## src/rtl/alu_seq_ctrl_if.sv

```systemverilog
// Bundle of the instruction handshake, ALU drive/return, completion and debug-read signals.
// No logic of its own; timing is set by whoever drives each side.
// in_valid/in_ready handshake; the source must hold in_valid until in_ready is seen.
interface alu_seq_ctrl_if #(parameter int N = 8);
  logic         in_valid;
  logic         in_ready;
  logic [3:0]   in_op;
  logic         in_sign;
  logic [1:0]   in_rd;
  logic [1:0]   in_rs1;
  logic [1:0]   in_rs2;
  logic [N-1:0] in_imm;
  logic [N-1:0] alu_a;
  logic [N-1:0] alu_b;
  logic [3:0]   alu_op;
  logic         alu_sign;
  logic [N-1:0] alu_result;
  logic         out_valid;
  logic [N-1:0] out_result;
  logic         out_err;
  logic [1:0]   dbg_addr;
  logic [N-1:0] dbg_data;

  // Sequencer side.
  modport slave (
    input  in_valid, in_op, in_sign, in_rd, in_rs1, in_rs2, in_imm, alu_result, dbg_addr,
    output in_ready, alu_a, alu_b, alu_op, alu_sign, out_valid, out_result, out_err, dbg_data
  );

  // Instruction source, ALU and debug reader side.
  modport master (
    output in_valid, in_op, in_sign, in_rd, in_rs1, in_rs2, in_imm, alu_result, dbg_addr,
    input  in_ready, alu_a, alu_b, alu_op, alu_sign, out_valid, out_result, out_err, dbg_data
  );
endinterface

```

## src/rtl/alu_seq_ctrl.sv

```systemverilog
// Sequences one instruction at a time through the external ALU and a 4-entry register file.
// Accept at edge k -> out_valid high in the cycle after edge k+2; one instruction per 3 cycles.
// in_ready is high only in IDLE; in_valid outside IDLE is ignored and must be held by the source.
module alu_seq_ctrl #(
  parameter int N = 8
) (
  input logic          clk,
  input logic          rst,
  alu_seq_ctrl_if.slave bus
);

  localparam logic [3:0] OP_LDI = 4'b1111;
  localparam logic [3:0] OP_DIV = 4'b0011;

  typedef enum logic [1:0] {
    IDLE = 2'd0,
    EXEC = 2'd1,
    WB   = 2'd2
  } state_t;

  state_t       state;
  state_t       state_n;

  logic [N-1:0] rf [4];
  logic [N-1:0] alu_a;
  logic [N-1:0] alu_b;
  logic [3:0]   alu_op;
  logic         alu_sign;
  logic [1:0]   rd;
  logic [N-1:0] imm;
  logic [N-1:0] res;
  logic         err;
  logic         out_valid;
  logic [N-1:0] out_result;
  logic         out_err;
  logic         accept;

  assign bus.in_ready = (state == IDLE);
  assign accept       = bus.in_valid && (state == IDLE);

  // State register; reset drops any instruction in flight.
  always_ff @(posedge clk) begin
    if (rst) state <= IDLE;
    else     state <= state_n;
  end

  // Next state: EXEC and WB each last exactly one cycle.
  always_comb begin
    state_n = state;
    unique case (state)
      IDLE:    if (bus.in_valid) state_n = EXEC;
      EXEC:    state_n = WB;
      WB:      state_n = IDLE;
      default: state_n = IDLE;
    endcase
  end

  // Datapath: operand fetch at accept, result capture in EXEC, write-back and completion out of WB.
  always_ff @(posedge clk) begin
    if (rst) begin
      for (int i = 0; i < 4; i++) rf[i] <= '0;
      alu_a      <= '0;
      alu_b      <= '0;
      alu_op     <= '0;
      alu_sign   <= 1'b0;
      rd         <= '0;
      imm        <= '0;
      res        <= '0;
      err        <= 1'b0;
      out_valid  <= 1'b0;
      out_result <= '0;
      out_err    <= 1'b0;
    end else begin
      out_valid <= 1'b0;
      if (accept) begin
        // rf is read here, after any earlier write-back has committed, so no forwarding is needed.
        alu_a    <= rf[bus.in_rs1];
        alu_b    <= rf[bus.in_rs2];
        alu_op   <= bus.in_op;
        alu_sign <= bus.in_sign;
        rd       <= bus.in_rd;
        imm      <= bus.in_imm;
      end
      if (state == EXEC) begin
        res <= (alu_op == OP_LDI) ? imm : bus.alu_result;
        err <= (alu_op == OP_DIV) && (alu_b == '0);
      end
      if (state == WB) begin
        if (!err) rf[rd] <= res;
        out_valid  <= 1'b1;
        out_result <= err ? '0 : res;
        out_err    <= err;
      end
    end
  end

  assign bus.alu_a      = alu_a;
  assign bus.alu_b      = alu_b;
  assign bus.alu_op     = alu_op;
  assign bus.alu_sign   = alu_sign;
  assign bus.out_valid  = out_valid;
  assign bus.out_result = out_result;
  assign bus.out_err    = out_err;
  assign bus.dbg_data   = rf[bus.dbg_addr];

endmodule

```

## src/flat_wrapper.sv

```systemverilog
// flat-port wrapper written by rule: the top's interface ports become plain ports
module alu_seq_ctrl_flat 
#(
  parameter int N = 8
)
  (clk, rst, bus_in_valid, bus_in_op, bus_in_sign, bus_in_rd, bus_in_rs1, bus_in_rs2, bus_in_imm, bus_alu_result, bus_dbg_addr, bus_in_ready, bus_alu_a, bus_alu_b, bus_alu_op, bus_alu_sign, bus_out_valid, bus_out_result, bus_out_err, bus_dbg_data);
  alu_seq_ctrl_if #(.N(N)) bus_i ();
  input logic clk;
  input logic rst;
  input wire logic [$bits(bus_i.in_valid)-1:0] bus_in_valid;
  input wire logic [$bits(bus_i.in_op)-1:0] bus_in_op;
  input wire logic [$bits(bus_i.in_sign)-1:0] bus_in_sign;
  input wire logic [$bits(bus_i.in_rd)-1:0] bus_in_rd;
  input wire logic [$bits(bus_i.in_rs1)-1:0] bus_in_rs1;
  input wire logic [$bits(bus_i.in_rs2)-1:0] bus_in_rs2;
  input wire logic [$bits(bus_i.in_imm)-1:0] bus_in_imm;
  input wire logic [$bits(bus_i.alu_result)-1:0] bus_alu_result;
  input wire logic [$bits(bus_i.dbg_addr)-1:0] bus_dbg_addr;
  output wire logic [$bits(bus_i.in_ready)-1:0] bus_in_ready;
  output wire logic [$bits(bus_i.alu_a)-1:0] bus_alu_a;
  output wire logic [$bits(bus_i.alu_b)-1:0] bus_alu_b;
  output wire logic [$bits(bus_i.alu_op)-1:0] bus_alu_op;
  output wire logic [$bits(bus_i.alu_sign)-1:0] bus_alu_sign;
  output wire logic [$bits(bus_i.out_valid)-1:0] bus_out_valid;
  output wire logic [$bits(bus_i.out_result)-1:0] bus_out_result;
  output wire logic [$bits(bus_i.out_err)-1:0] bus_out_err;
  output wire logic [$bits(bus_i.dbg_data)-1:0] bus_dbg_data;
  assign bus_i.in_valid = bus_in_valid;
  assign bus_i.in_op = bus_in_op;
  assign bus_i.in_sign = bus_in_sign;
  assign bus_i.in_rd = bus_in_rd;
  assign bus_i.in_rs1 = bus_in_rs1;
  assign bus_i.in_rs2 = bus_in_rs2;
  assign bus_i.in_imm = bus_in_imm;
  assign bus_i.alu_result = bus_alu_result;
  assign bus_i.dbg_addr = bus_dbg_addr;
  assign bus_in_ready = bus_i.in_ready;
  assign bus_alu_a = bus_i.alu_a;
  assign bus_alu_b = bus_i.alu_b;
  assign bus_alu_op = bus_i.alu_op;
  assign bus_alu_sign = bus_i.alu_sign;
  assign bus_out_valid = bus_i.out_valid;
  assign bus_out_result = bus_i.out_result;
  assign bus_out_err = bus_i.out_err;
  assign bus_dbg_data = bus_i.dbg_data;
  alu_seq_ctrl #(.N(N)) u_core (.clk(clk), .rst(rst), .bus(bus_i));
endmodule
```

## config.mk

```make
export PLATFORM = sky130hd
export DESIGN_NAME = alu_seq_ctrl_flat
export DESIGN_NICKNAME = d
export VERILOG_FILES = /design/src/rtl/alu_seq_ctrl_if.sv /design/src/rtl/alu_seq_ctrl.sv /design/src/flat_wrapper.sv
export SDC_FILE = /design/constraint.sdc
export NUM_CORES = 1
export LEC_CHECK = 0
export BUFFER_PORTS_ARGS = -buffer_cell sky130_fd_sc_hd__buf_2
export CAP_MARGIN = 20
export CORE_MARGIN = 5
export CORE_UTILIZATION = 25
export DETAILED_ROUTE_END_ITERATION = 10
export PLACE_DENSITY_LB_ADDON = 0.15
export SLEW_MARGIN = 20
export SYNTH_ARGS = -nofsm -noshare
export SYNTH_HDL_FRONTEND = slang
export SYNTH_SLANG_ARGS = --single-unit
```

## constraint.sdc

```tcl
create_clock -name clk -period 2.1 [get_ports clk]
set_clock_uncertainty 0.1 [all_clocks]
set_input_delay 0 -clock clk [delete_from_list [all_inputs] [get_ports clk]]
set_output_delay 0 -clock clk [all_outputs]
set_load 0.005 [all_outputs]
```

# [Yosys cells after proc, flatten, opt, wreduce, memory -nomap -nowiden]
# Memories as Yosys holds them, arrays and structs flattened. A register that Yosys moved wholly into a read port is not among the register bits.
# Index checks and enable logic that the tools add are counted.
[op_classes] mul=0 div_mod_pow=0 addsub=0 reduce_logical=5 magnitude_cmp=0 bitwise_logic=0 eq_ne=5 mux=14 n_shift=0
[op_table] cell="8-bit 2-to-1 mux" count=3
[op_table] cell="8-bit logical NOT" count=1
[op_table] cell="1-bit 2-to-1 mux" count=8
[op_table] cell="8-bit OR reduction" count=1
[op_table] cell="4-bit by 2-bit equality test with 1-bit output, second input constant" count=1
[op_table] cell="4-bit equality test, second input constant" count=1
[op_table] cell="2-bit 2-to-1 mux" count=2
[op_table] cell="2-bit case mux with 2 select lines" count=1
[op_table] cell="2-bit by 1-bit equality test with 1-bit output, second input constant" count=1
[op_table] cell="2-bit equality test, second input constant" count=1
[op_table] cell="1-bit logical AND" count=2
[op_table] cell="2-bit logical NOT" count=1
[op_table] cell="2-bit inequality test, second input constant" count=1
[word_totals] n_memories=1 regBits=36 latchBits=0 mem_bits_ro=0 wordCells=35 inputBits=32 mem_bits_rw=32 output_inout_bits=40
[mem_list] name="u_core.rf" depth=4 word_bits=8 rd=3 rd_ports_with_merged_regs=2 wr=4 line="alu_seq_ctrl.sv:24" rtl="logic [N-1:0] rf [4];"

# [Logic depth before layout (Yosys ltp)]
[logic_depth] ltp_word=6 ltp_mapped=6

# [Least setup slack after synthesis]
# Ideal clock, no wire load.
[synth_path] kind="register to register" startpoint="register u_core.state[1]" endpoint="memory u_core.rf[0][0] (enable)" path_buffers=2 path_stages_with_launch=6 slack_ps=330 synth_period_minus_slack_ps=1770 required_time_ps=1671 arrival_time_ps=1340 cell_sequence="dfxtp_1 -> buf_4 -> nor4b_2 -> buf_2 -> nor3b_4 -> or2_1"
[synth_rtl] element="start, declared" line="alu_seq_ctrl.sv:21" rtl="state_t state;"
[synth_rtl] element="start signal, assigned" line="alu_seq_ctrl.sv:44" rtl="else state <= state_n;"
[synth_rtl] element="end, declared" line="alu_seq_ctrl.sv:24"

==> results.py <==
metrics = {
    "clock_network": {
        "cts_tree": "built",
        "insertion_delay_ns": 0.34,
        "clock-sinks": 84,
        "postCtsSetupBuffers": 0,
        "cts_max_level": 3,
        "cts_resized": 0,
        "clockBufferDepth": 2,
        "clockRootBuffer": "clkbuf_16",
        "path_clk_slew_ns": 0.06,
        "cts_made_buffers": 9,
    },
    "synth": {
        "synth-seq-area-share_pct": 54.48,
        "synth_most_common_cell": "nand2_1",
        "yosys-top-cells-count": "nand2_1 (62), dfxtp_1 (52), a21oi_1 (33), and2_1 (32), edfxtp_1 (32)",
        "syn_area_um2": 3675,
        "netlist.top_cell.by_area": "dfxtp_1",
        "synthArstFlopShare_pct": 0,
        "synth.area.top_cells": "dfxtp_1 (28%), edfxtp_1 (26%), mux4_2 (15%)",
        "synth_edf_count": 32,
        "ys.warnings.count": 0,
        "postSynthAreaPerCell_um2": 11.59,
        "ys_types": 31,
        "synth_seq_cells": 84,
        "syn_nets": 349,
        "syn_inst": 317,
        "synth_top_flop_cell": "dfxtp_1",
        "synth_top_area_share_pct": 28.33,
    },
    "placed_design": {
        "io_buffers": 71,
        "hpwl_um": 7331,
        "placed_area_um2": 4254,
        "gp_congestion": 0.7244,
        "pre_cts_slack_ns": 0.2754,
    },
    "sta": {
        "finalCritPeriodShare_pct": 86.97,
        "setup_viol": 0,
        "finalHoldViolCount": 0,
        "clock.fmax_mhz": 547.5,
        "period_needed_ns": 1.826,
        "postLayoutSetupSlackWorst_ns": 0.2735,
        "tightest_slew_ns": 0.8115,
        "rsz0062_at_grt": "false",
        "setup_tns_ns": 0,
        "maxSlewViolCount": 0,
        "slew_headroom_pct": 45.79,
    },
    "route": {
        "wire_per_inst_um": 16.04,
        "first_iter_violations": 104,
        "dr_total_vias": 2693,
        "first_pass_iters": 4,
        "wl_um": 9640,
        "drc_errors": 0,
        "ant_nets": 0,
        "viasPerCell": 4.481,
    },
    "final_layout": {
        "finalNetCount": 444,
        "synthToLayoutAreaGrowth_pct": 30.75,
        "final_core_util_pct": 33.18,
        "final_area_um2": 4805,
        "diodes": 0,
        "drive_gt1_share_pct": 30.70,
    },
    "die": {
        "die_w_um": 131.2,
        "core_um2": 14480,
        "die_h_um": 131.2,
        "dieArea_um2": 17220,
        "start_util_pct": 25.38,
        "core.rowCount": 44,
        "pin_count": 72,
    },
    "status": {
        "status": "finished clean",
    },
    "pwr": {
        "ir_drop_uv": 453.3,
        "finalPower_mw": 3.852,
        "power.density_nw_per_um2": 801.7,
        "p_leak_nw": 2.031,
    },
    "critical_path": {
        "r2r_cells": 3,
        "cp-endpoint": "u_core.rf[0][1]$_SDFFCE_PN0P_",
        "critPathLaunchType": "flip-flop",
        "worstSetupPathType": "reg -> reg",
        "cp.arrival_ns": 1.73,
        "worstPathMaxFanout": 8,
        "cp.required_ns": 2.01,
        "crit_start": "u_core.state[0]$_SDFFE_PP0P_",
        "reg2reg_from": "u_core.state[0]$_SDFFE_PP0P_",
        "regToRegSetupSlack_ns": 0.27,
        "endpoint_kind": "flip-flop",
        "reg2reg_to": "u_core.rf[0][1]$_SDFFCE_PN0P_",
    },
    "global_route": {
        "grt_overflow": 0,
        "grt_pass1_wl_um": 15320,
        "antenna_found_initial": 0,
        "grt_pass1_vias": 2749,
        "grt_max_degree": 42,
        "grtUsageTotal_pct": 11.34,
    },
    "min_path": {
        "hold_path_class": "in -> reg",
    },
    "run": {
        "maxCapViolations": 0,
    },
}
==> cells in the final DEF, fill, tap and decap left out, types with 10 or more instances in the layout <==
cell | Yosys | layout
clkbuf_16 | 0 | 10
nand2_1 | 62 | 62
edfxtp_1 | 32 | 32
mux4_2 | 24 | 24
a21oi_1 | 33 | 33
buf_4 | 2 | 13
nor2_1 | 12 | 12
dfxtp_1 | 52 | 52
dlygate4sd3_1 | 0 | 24
and2_1 | 32 | 32
buf_2 | 10 | 71
==> report_power, final <==
group	internal, mW	switching [mW]	total [mW]
Combinational	0.198	0.181	0.379
Clock	0.990	0.651	1.64
Sequential	1.76	0.0681	1.83
==> registers in the layout (all words and copies together) (netlist names), 2 cells and up <==
signal and count:
u_core.state 2, u_core.bus.alu_b 8, u_core.bus.out_result 8, u_core.bus.alu_a 8
u_core.imm 8, u_core.res 8, u_core.rd 2, u_core.bus.alu_op 4
u_core.rf 32
==> worst max-delay path, stage by stage, from the launching register on <==
cell	delay, ns
dfxtp_1	0.40
nor4b_2	0.42
nor3b_4	0.25
or2_1	0.32
==> area by class of cell <==
cell class | instances | area, um2
inverters | 1 | 3.754
repair buffers | 108 | 693.2
clock buffers | 10 | 250.2
fillers | 1497 | 9674
well taps | 184 | 230.2
multi-input cells | 208 | 1565
clock inverters | 6 | 60.06
flip-flops and latches | 84 | 2002
==> how the worst min path moves through the flow <==
stage / startpoint / to / slack (ns) / depth (start not counted)
after floorplan: bus_in_imm[0] / u_core.imm[0]$_SDFFE_PP0P_ / 0.04 / 2
after global placement: bus_in_imm[3] / u_core.imm[3]$_SDFFE_PP0P_ / 0.14 / 3
after detailed placement: bus_in_imm[5] / u_core.imm[5]$_SDFFE_PP0P_ / 0.15 / 3
after CTS: bus_in_valid / u_core.bus.alu_b[4]$_SDFFE_PP0P_ / 0.14 / 5
after global routing: bus_in_valid / u_core.bus.alu_a[3]$_SDFFE_PP0P_ / 0.16 / 5
final: bus_in_valid / u_core.bus.alu_b[4]$_SDFFE_PP0P_ / 0.14 / 5
==> metal layers <==
| metal | global-route usage (%) | part of all wire [%] |
|---|---|---|
| met5 | 0 | 0 |
| met4 | 5.716 | 2.0 |
| met3 | 2.867 | 4.6 |
| met2 | 18.43 | 49 |
| met1 | 13.97 | 44 |
==> stage by stage <==
stage / hold WS, ns / cells
after global routing: 0.1634 / 601
after CTS: 0.1358 / 601
after floorplan: 0.03596 / 317
after global placement: 0.1419 / 561
final: 0.1400 / 601
after detailed placement: 0.1481 / 561
==> cells by family (layout without fill, tap and decap cells) <==
| logic type | count (synthesis) | in the layout | share of synthesized area (%) |
|---|---|---|---|
| and+or+nand+nor | 124 | 124 | 17.16 |
| buffers and inverters | 25 | 125 | 3.098 |
| AOI/OAI and AO/OA | 51 | 51 | 8.104 |
| DFF | 84 | 84 | 54.48 |
| muxes | 33 | 33 | 17.16 |
==> timing repair <==
action / CTS / global route
setup endpoints to repair: 0 / 0
hold endpoints to repair: 26 / 0
hold buffers: 24 / 0
(Power assumes the default switching activity.)
